[src/rtl/cyc_24_pucch1_despread_if.sv]
// Sample/result bus of the PUCCH format 1 OCC despreader.
// The driver of samples and group starts uses master; the despreader uses slave.
interface cyc_24_pucch1_despread_if #(
    parameter int DATA_W = 16,
    parameter int OUT_W  = DATA_W + 4
);
    logic                     i_start;
    logic [2:0]               i_nSF;
    logic [2:0]               i_occi;
    logic                     i_valid;
    logic signed [DATA_W-1:0] i_re;
    logic signed [DATA_W-1:0] i_im;
    logic signed [OUT_W-1:0]  o_re;
    logic signed [OUT_W-1:0]  o_im;
    logic                     o_valid;
    logic                     o_done;
    logic                     o_busy;
    logic                     o_is_supported;

    modport master (
        output i_start, i_nSF, i_occi, i_valid, i_re, i_im,
        input  o_re, o_im, o_valid, o_done, o_busy, o_is_supported
    );

    modport slave (
        input  i_start, i_nSF, i_occi, i_valid, i_re, i_im,
        output o_re, o_im, o_valid, o_done, o_busy, o_is_supported
    );
endinterface

[src/rtl/cyc_24_pucch1_despread.sv]
// PUCCH format 1 OCC despreader: de-rotates nSF samples by conj(w_i(m)) and sums them.
// Optional macro CYC24_DESPREAD_SAT_EN clamps the output instead of wrapping it.
//
// state | meaning
// IDLE  | waiting for i_start
// CHECK | evaluating the latched nSF/occi for support
// ACCUM | accepting samples m = 0..nSF-1
// DRAIN | last sample in the two-stage datapath, result pending
module cyc_24_pucch1_despread #(
    parameter int DATA_W = 16,
    parameter int COEF_W = 16,
    parameter int OUT_W  = DATA_W + 4
) (
    input logic clk,
    input logic rst,
    cyc_24_pucch1_despread_if.slave bus
);
    localparam int ACC_W  = DATA_W + 5;
    localparam int PW     = DATA_W + COEF_W + 1;
    localparam int ONE_I  = 1 << (COEF_W - 2);
    localparam int HALF_I = ONE_I / 2;
    localparam int C30_I  = int'(0.8660254037844386 * real'(ONE_I));

    typedef enum logic [1:0] {IDLE, CHECK, ACCUM, DRAIN} state_t;
    state_t state, state_nxt;

    logic [2:0] nsf_q, occi_q, m_q;
    logic [3:0] ph_q, ph_cur, ph_nxt, step, k, idx;
    logic [4:0] ph_sum;
    logic       supported, accept, last, f4;
    logic       s1_vld, s1_last, o_valid_q, o_done_q, sup_q;
    logic signed [COEF_W-1:0] c, s;
    logic signed [PW-1:0]     x_e, y_e, c_e, s_e, pr, pi;
    logic signed [ACC_W-1:0]  rot_re, rot_im, s1_re, s1_im, acc_re, acc_im, sum_re, sum_im;
    logic signed [OUT_W-1:0]  o_re_q, o_im_q, out_re, out_im;

    assign supported = (nsf_q == 3'd1 || nsf_q == 3'd2 || nsf_q == 3'd3 ||
                        nsf_q == 3'd4 || nsf_q == 3'd6) && (occi_q < nsf_q);
    assign accept = (state == ACCUM) && bus.i_valid && !bus.i_start;
    assign last   = accept && (m_q == nsf_q - 3'd1);

    always_comb begin
        state_nxt = state;
        if (bus.i_start) begin
            state_nxt = CHECK;
        end else begin
            case (state)
                IDLE:    state_nxt = IDLE;
                CHECK:   state_nxt = supported ? ACCUM : IDLE;
                ACCUM:   if (last) state_nxt = DRAIN;
                DRAIN:   if (o_valid_q) state_nxt = IDLE;
                default: state_nxt = IDLE;
            endcase
        end
    end

    // Phases are kept in half-units (p/2, 0..11); 12/nSF steps per unit of occi*m.
    always_comb begin
        k = 4'd0;
        case (nsf_q)
            3'd1:    k = 4'd12;
            3'd2:    k = 4'd6;
            3'd3:    k = 4'd4;
            3'd4:    k = 4'd3;
            3'd6:    k = 4'd2;
            default: k = 4'd0;
        endcase
        step   = k * {1'b0, occi_q};
        ph_sum = {1'b0, ph_q} + {1'b0, step};
        ph_nxt = (ph_sum >= 5'd12) ? 4'(ph_sum - 5'd12) : ph_sum[3:0];
        f4 = 1'b0;
        case (occi_q)
            3'd1:    f4 = m_q[0];
            3'd2:    f4 = m_q[1];
            3'd3:    f4 = m_q[0] ^ m_q[1];
            default: f4 = 1'b0;
        endcase
        if (nsf_q == 3'd4) ph_cur = f4 ? 4'd6 : 4'd0;
        else               ph_cur = ph_q;
        idx = (ph_cur == 4'd0) ? 4'd0 : 4'd12 - ph_cur;
    end

    always_comb begin
        c = COEF_W'(ONE_I);
        s = '0;
        case (idx)
            4'd1:    begin c = COEF_W'(C30_I);   s = COEF_W'(HALF_I);  end
            4'd2:    begin c = COEF_W'(HALF_I);  s = COEF_W'(C30_I);   end
            4'd3:    begin c = '0;               s = COEF_W'(ONE_I);   end
            4'd4:    begin c = COEF_W'(-HALF_I); s = COEF_W'(C30_I);   end
            4'd5:    begin c = COEF_W'(-C30_I);  s = COEF_W'(HALF_I);  end
            4'd6:    begin c = COEF_W'(-ONE_I);  s = '0;               end
            4'd7:    begin c = COEF_W'(-C30_I);  s = COEF_W'(-HALF_I); end
            4'd8:    begin c = COEF_W'(-HALF_I); s = COEF_W'(-C30_I);  end
            4'd9:    begin c = '0;               s = COEF_W'(-ONE_I);  end
            4'd10:   begin c = COEF_W'(HALF_I);  s = COEF_W'(-C30_I);  end
            4'd11:   begin c = COEF_W'(C30_I);   s = COEF_W'(-HALF_I); end
            default: begin c = COEF_W'(ONE_I);   s = '0;               end
        endcase
        x_e = {{(PW-DATA_W){bus.i_re[DATA_W-1]}}, bus.i_re};
        y_e = {{(PW-DATA_W){bus.i_im[DATA_W-1]}}, bus.i_im};
        c_e = {{(PW-COEF_W){c[COEF_W-1]}}, c};
        s_e = {{(PW-COEF_W){s[COEF_W-1]}}, s};
        pr  = x_e * c_e - y_e * s_e;
        pi  = x_e * s_e + y_e * c_e;
        rot_re = ACC_W'(pr >>> (COEF_W - 2));
        rot_im = ACC_W'(pi >>> (COEF_W - 2));
    end

    assign sum_re = acc_re + s1_re;
    assign sum_im = acc_im + s1_im;

`ifdef CYC24_DESPREAD_SAT_EN
    localparam logic signed [ACC_W-1:0] SAT_HI = ACC_W'((64'sd1 <<< (OUT_W - 1)) - 64'sd1);
    localparam logic signed [ACC_W-1:0] SAT_LO = ACC_W'(-(64'sd1 <<< (OUT_W - 1)));

    function automatic logic signed [OUT_W-1:0] clip(input logic signed [ACC_W-1:0] v);
        if (v > SAT_HI)      return OUT_W'(SAT_HI);
        else if (v < SAT_LO) return OUT_W'(SAT_LO);
        else                 return OUT_W'(v);
    endfunction

    assign out_re = clip(sum_re);
    assign out_im = clip(sum_im);
`else
    assign out_re = OUT_W'(sum_re);
    assign out_im = OUT_W'(sum_im);
`endif

    always_ff @(posedge clk or posedge rst) begin
        if (rst) begin
            state     <= IDLE;
            nsf_q     <= '0;
            occi_q    <= '0;
            m_q       <= '0;
            ph_q      <= '0;
            s1_vld    <= 1'b0;
            s1_last   <= 1'b0;
            s1_re     <= '0;
            s1_im     <= '0;
            acc_re    <= '0;
            acc_im    <= '0;
            o_re_q    <= '0;
            o_im_q    <= '0;
            o_valid_q <= 1'b0;
            o_done_q  <= 1'b0;
            sup_q     <= 1'b0;
        end else begin
            state     <= state_nxt;
            o_valid_q <= 1'b0;
            o_done_q  <= 1'b0;
            if (bus.i_start) begin
                nsf_q   <= bus.i_nSF;
                occi_q  <= bus.i_occi;
                m_q     <= '0;
                ph_q    <= '0;
                s1_vld  <= 1'b0;
                s1_last <= 1'b0;
                acc_re  <= '0;
                acc_im  <= '0;
            end else begin
                if (state == CHECK) begin
                    sup_q <= supported;
                    if (!supported) o_done_q <= 1'b1;
                end
                s1_vld  <= accept;
                s1_last <= last;
                if (accept) begin
                    s1_re <= rot_re;
                    s1_im <= rot_im;
                    m_q   <= m_q + 3'd1;
                    ph_q  <= ph_nxt;
                end
                if (s1_vld) begin
                    acc_re <= sum_re;
                    acc_im <= sum_im;
                    if (s1_last) begin
                        o_re_q    <= out_re;
                        o_im_q    <= out_im;
                        o_valid_q <= 1'b1;
                        o_done_q  <= 1'b1;
                    end
                end
            end
        end
    end

    assign bus.o_re           = o_re_q;
    assign bus.o_im           = o_im_q;
    assign bus.o_valid        = o_valid_q;
    assign bus.o_done         = o_done_q;
    assign bus.o_busy         = (state == ACCUM) || (state == DRAIN);
    assign bus.o_is_supported = sup_q;
endmodule

[src/flat_wrapper.sv]
// flat-port wrapper written by rule: the top's interface ports become plain ports
module cyc_24_pucch1_despread_flat 
#(
    parameter int DATA_W = 16,
    parameter int COEF_W = 16,
    parameter int OUT_W  = DATA_W + 4
)
  (clk, rst, bus_i_start, bus_i_nSF, bus_i_occi, bus_i_valid, bus_i_re, bus_i_im, bus_o_re, bus_o_im, bus_o_valid, bus_o_done, bus_o_busy, bus_o_is_supported);
  cyc_24_pucch1_despread_if #(.DATA_W(DATA_W), .OUT_W(OUT_W)) bus_i ();
  input logic clk;
  input logic rst;
  input wire logic [$bits(bus_i.i_start)-1:0] bus_i_start;
  input wire logic [$bits(bus_i.i_nSF)-1:0] bus_i_nSF;
  input wire logic [$bits(bus_i.i_occi)-1:0] bus_i_occi;
  input wire logic [$bits(bus_i.i_valid)-1:0] bus_i_valid;
  input wire logic [$bits(bus_i.i_re)-1:0] bus_i_re;
  input wire logic [$bits(bus_i.i_im)-1:0] bus_i_im;
  output wire logic [$bits(bus_i.o_re)-1:0] bus_o_re;
  output wire logic [$bits(bus_i.o_im)-1:0] bus_o_im;
  output wire logic [$bits(bus_i.o_valid)-1:0] bus_o_valid;
  output wire logic [$bits(bus_i.o_done)-1:0] bus_o_done;
  output wire logic [$bits(bus_i.o_busy)-1:0] bus_o_busy;
  output wire logic [$bits(bus_i.o_is_supported)-1:0] bus_o_is_supported;
  assign bus_i.i_start = bus_i_start;
  assign bus_i.i_nSF = bus_i_nSF;
  assign bus_i.i_occi = bus_i_occi;
  assign bus_i.i_valid = bus_i_valid;
  assign bus_i.i_re = bus_i_re;
  assign bus_i.i_im = bus_i_im;
  assign bus_o_re = bus_i.o_re;
  assign bus_o_im = bus_i.o_im;
  assign bus_o_valid = bus_i.o_valid;
  assign bus_o_done = bus_i.o_done;
  assign bus_o_busy = bus_i.o_busy;
  assign bus_o_is_supported = bus_i.o_is_supported;
  cyc_24_pucch1_despread #(.DATA_W(DATA_W), .COEF_W(COEF_W), .OUT_W(OUT_W)) u_core (.clk(clk), .rst(rst), .bus(bus_i));
endmodule
[config.mk]
export PLATFORM = sky130hd
export DESIGN_NAME = cyc_24_pucch1_despread_flat
export DESIGN_NICKNAME = d
export VERILOG_FILES = /design/src/rtl/cyc_24_pucch1_despread_if.sv /design/src/rtl/cyc_24_pucch1_despread.sv /design/src/flat_wrapper.sv
export SDC_FILE = /design/constraint.sdc
export NUM_CORES = 2
export LEC_CHECK = 0
export CORE_AREA = 2 2 225 315
export CTS_CLUSTER_DIAMETER = 80
export CTS_CLUSTER_SIZE = 20
export DETAILED_ROUTE_END_ITERATION = 8
export DIE_AREA = 0 0 227 317
export GPL_TIMING_DRIVEN = 1
export PLACE_DENSITY = 0.8
export SETUP_SLACK_MARGIN = 0.4
export SKIP_LAST_GASP = 1
export SYNTH_ARGS = -nofsm -noshare
export SYNTH_HDL_FRONTEND = slang
export SYNTH_SLANG_ARGS = --single-unit
[constraint.sdc]
create_clock -name clk -period 7.8 [get_ports clk]
set_input_delay 1.95 -clock clk [delete_from_list [all_inputs] [get_ports clk]]
set_output_delay 1.95 -clock clk [all_outputs]
set_load 0.005 [all_outputs]
==> summary.md <==
| Metric | Value |
|---|---|
| Post-synth cell types | `76` |
| Port buffer count | `85` |
| Net Count, Synth | `5562` |
| WL per Instance | `20.40 µm` |
| P_sw | `0.003550 W` |
| Worst Skew | `0.01877 ns` |
| Synth Flop Type | `dfrtp_1` |
| Vias in the first global route | `35050` |
| Syn avg cell area | `~10 µm²` |
| Layout cells sized above 1 | `0.2370` |
| Nets | `6224` |
| Mux cell area share after synthesis | `0.01361` |
| Final wirelength | `116600 µm` |
| Comb pwr share | `0.777` |
| Most common library cells after synthesis | `1304 x inv_1, 1054 x fa_1, 356 x ha_1` |
| CTS HTree Levels | `4` |
| Leak pwr | `26.85 nW` |
| Worst setup SP type | `primary input` |
| ANT nets after route | `0` |
| Synth warn | `0` |
| Total CTS buffers | `17` |
| R2R Setup Slk | `-0.78 ns` |
| Post-CTS Hold Buffers | `0` |
| Clock sinks | `138` |
| Initial core utilization | `0.5952` |
| Final Max Slew Viols | `0` |
| Area Growth Syn to Fin | `23.74%` |
| Post-Synth Simple-Gate Area | `0.08051` |
| Flop pwr share | `0.109` |
| Critical path class | `primary input to register` |
| Unrepaired setup endpoints after global routing | `yes` |
| Post-Synth XOR/XNOR Area | `0.02905` |
| Total GRT Usage | `0.3394` |
| CTS root buf | `clkbuf_16` |
| Slew @ Worst Pin | `0.8423 ns` |
| Synth top area cells | `fa_1 51%, inv_1 12%, ha_1 11%` |
| CP max FO | `4` |
| Mapped Cells | `4110` |
| Total power draw | `0.007780 W` |
| EDFF count, synth | `0` |
| Ys async rst share | `1.000` |
| HP Class | `register to register` |
| Min Tclk post-route | `8.718 ns` |
| Count leader, synth | `inv_1` |
| TritonCTS clock tree | `built` |
| DRT Pass-1 Iters | `7` |
| # setup viols final | `38` |
| DIE HEIGHT | `317 µm` |
| Max-cap violation count | `0` |
| Clock share of power | `0.113` |
| Max Root-Sink Buffers | `2` |
| Hold Vio Cnt, Final | `0` |
| Clock-pin slew on the worst setup and hold paths | `0.07 ns` |
| PwrDens | `roughly 150 nW/µm²` |
| FMAX | `about 110 MHz` |
| Global-route wire length before repair | `181900 µm` |
| DR vias/cell | `5.331` |
| Core area | `approximately 70000 µm²` |
| Vias post-DR | `30460` |
| Yosys top cell area share | `0.5135` |
| Fraction of the mapped netlist area in compound gates | `0.04159` |
| Skew-Pair Late Insertion Delay | `0.46 ns` |
| Largest area contributor in the netlist | `fa_1` |
| Grt ovf | `0` |
| CP arrival | `9.11 ns` |
| CP required | `8.19 ns` |
| IO Pins | `86` |
| Die X | `227 µm` |
| Synth Register Bits | `138` |
| Fill cells | `about 4500` |
| Hpwl dp | `94850 µm` |
| Largest net degree at the start of global routing | `76` |
| Detailed-route DRC error count | `0` |
| Failing checks | `setup timing` |
| Largest family of logic cells by synthesized area | `adder cells` |
| Worst slew margin | `0.4384` |
| Pre-CTS WS | `-1.750 ns` |
| Initial antenna violation count | `1` |
| Row count | `about 110` |
| Routability congestion estimate | `roughly 0.94` |
| Post-Syn Area | `41090 µm²` |
| Final period util | `1.118` |
| Int Power | `0.004231 W` |
| CP endpoint kind | `register` |
| Sequential fraction of the synthesis area | `0.08404` |
| Final WS setup | `-0.9185 ns` |
| DR iter-0 viols | `1801` |
| Adder-cell share of the synthesized area | `0.6219` |
| Peak supply drop | `0.4803 mV` |
| Die ar. | `71960 µm²` |
| Sw Share | `0.4562` |
| Outcome | `finished with violations` |
==> per-layer routing <==
layer / track usage / up-vias / wire length [µm]
li1: - / 13190 / -
met1: 0.3813 / 15590 / 39100
met2: 0.5915 / 1226 / 59940
met3: 0.03576 / 454 / 6428
met4: 0.2663 / 2 / 11090
met5: 0 / - / 11
==> sequential cells by signal (all words and copies together), names as in the netlist <==
register / count
u_core.acc_im: 20
u_core.acc_re: 20
u_core.bus.o_done: 1
u_core.bus.o_im: 20
u_core.bus.o_is_supported: 1
u_core.bus.o_re: 20
u_core.bus.o_valid: 1
u_core.m_q: 3
u_core.nsf_q: 3
u_core.occi_q: 3
u_core.ph_q: 4
u_core.s1_im: 19
u_core.s1_last: 1
u_core.s1_re: 19
u_core.s1_vld: 1
u_core.state: 2
==> what timing repair did <==
item,CTS,global route
pin swaps,175,134
cloned,8,0
buffers inserted,79,20
endpoints found under the setup margin,38,38
gates resized for setup,271,181
==> path summary, 6_finish.rpt <==
path	startpoint	endpoint	cells past startpoint
max	bus_i_im[15]	u_core.s1_im[18]	28
min	u_core.bus.o_re[2]	u_core.bus.o_re[2]	2
max reg2reg	u_core.nsf_q[0]	u_core.s1_re[13]	30
min reg2reg	u_core.bus.o_re[2]	u_core.bus.o_re[2]	2
max in group asynchronous	rst	u_core.s1_im[8]	3
min in group asynchronous	rst	u_core.s1_re[15]	2
==> power groups by stage <==
stage / logic (W) / registers, W / clock network [W]
after floorplan: 0.00287 / 0.000822 / 0
after global placement: 0.00463 / 0.000860 / 0
after detailed placement: 0.00484 / 0.000862 / 0
after CTS: 0.00527 / 0.000849 / 0.000890
after global routing: 0.00650 / 0.000856 / 0.000921
final: 0.00605 / 0.000851 / 0.000882
==> layout make-up <==
| cell class | instances | area, µm² | area share |
|---|---|---|---|
| Clock buffer | 17 | 425.4 | 0.008366 |
| Clock inverter | 15 | 196.4 | 0.003863 |
| Timing Repair Buffer | 749 | 6713 | 0.1320 |
| Tap cell | 928 | 1161 | 0.02284 |
| Antenna cell | 1 | 2.502 | 0.00004921 |
| Sequential cell | 138 | 3455 | 0.06794 |
| Multi-Input combinational cell | 2561 | 33940 | 0.6675 |
| Inverter | 1305 | 4955 | 0.09744 |
==> stage by stage <==
stage / std cells / cell area (µm²) / hold slack (ns) / util / setup TNS, ns
floorplan: 4110 / 41890 / 0.4428 / - / -8.362
global placement: 5574 / 48010 / 0.4560 / 0.6955 / -44.79
detailed placement: 5574 / 48010 / 0.4646 / 0.6955 / -50.28
CTS: 5693 / 50140 / 0.4809 / 0.7263 / -16.83
global route: 5713 / 50850 / 0.5016 / 0.7365 / -28.66
finish: 5714 / 50850 / 0.4751 / 0.7365 / -21.57
==> cell usage in the layout, fill, tap and decap left out, types with 61 or more instances in the layout <==
master and instances:
and2_1 128, buf_4 566, inv_2 80, nor2_1 117
xnor2_1 83, fa_1 991, ha_1 323, nand2_1 228
o21ai_0 61, inv_1 1210, fa_2 63, dfrtp_1 137
==> cell families after synthesis <==
group,after synthesis
and+or+nand+nor,698
muxes,53
AOI/OAI and AO/OA,267
DFF,138
xor gates and xnor gates,133
buffers and inverters,1411
adders and majority gates,1410
==> worst max-delay path: stages <==
cell	delay, ns
buf_6	0.09
buf_6	0.12
nand2_8	0.06
clkinvlp_4	0.12
buf_12	0.15
fa_1	0.48
inv_2	0.04
fa_1	0.55
inv_2	0.05
fa_1	0.57
inv_2	0.06
fa_1	0.58
inv_1	0.08
fa_2	0.56
fa_2	0.46
fa_1	0.53
inv_2	0.04
fa_1	0.51
inv_2	0.05
ha_4	0.29
nand2_2	0.06
or4_4	0.49
a211oi_2	0.21
buf_4	0.17
o311ai_4	0.12
a21oi_2	0.24
xnor3_2	0.34
o21ai_2	0.12
Power figures use the tool's default switching activity.
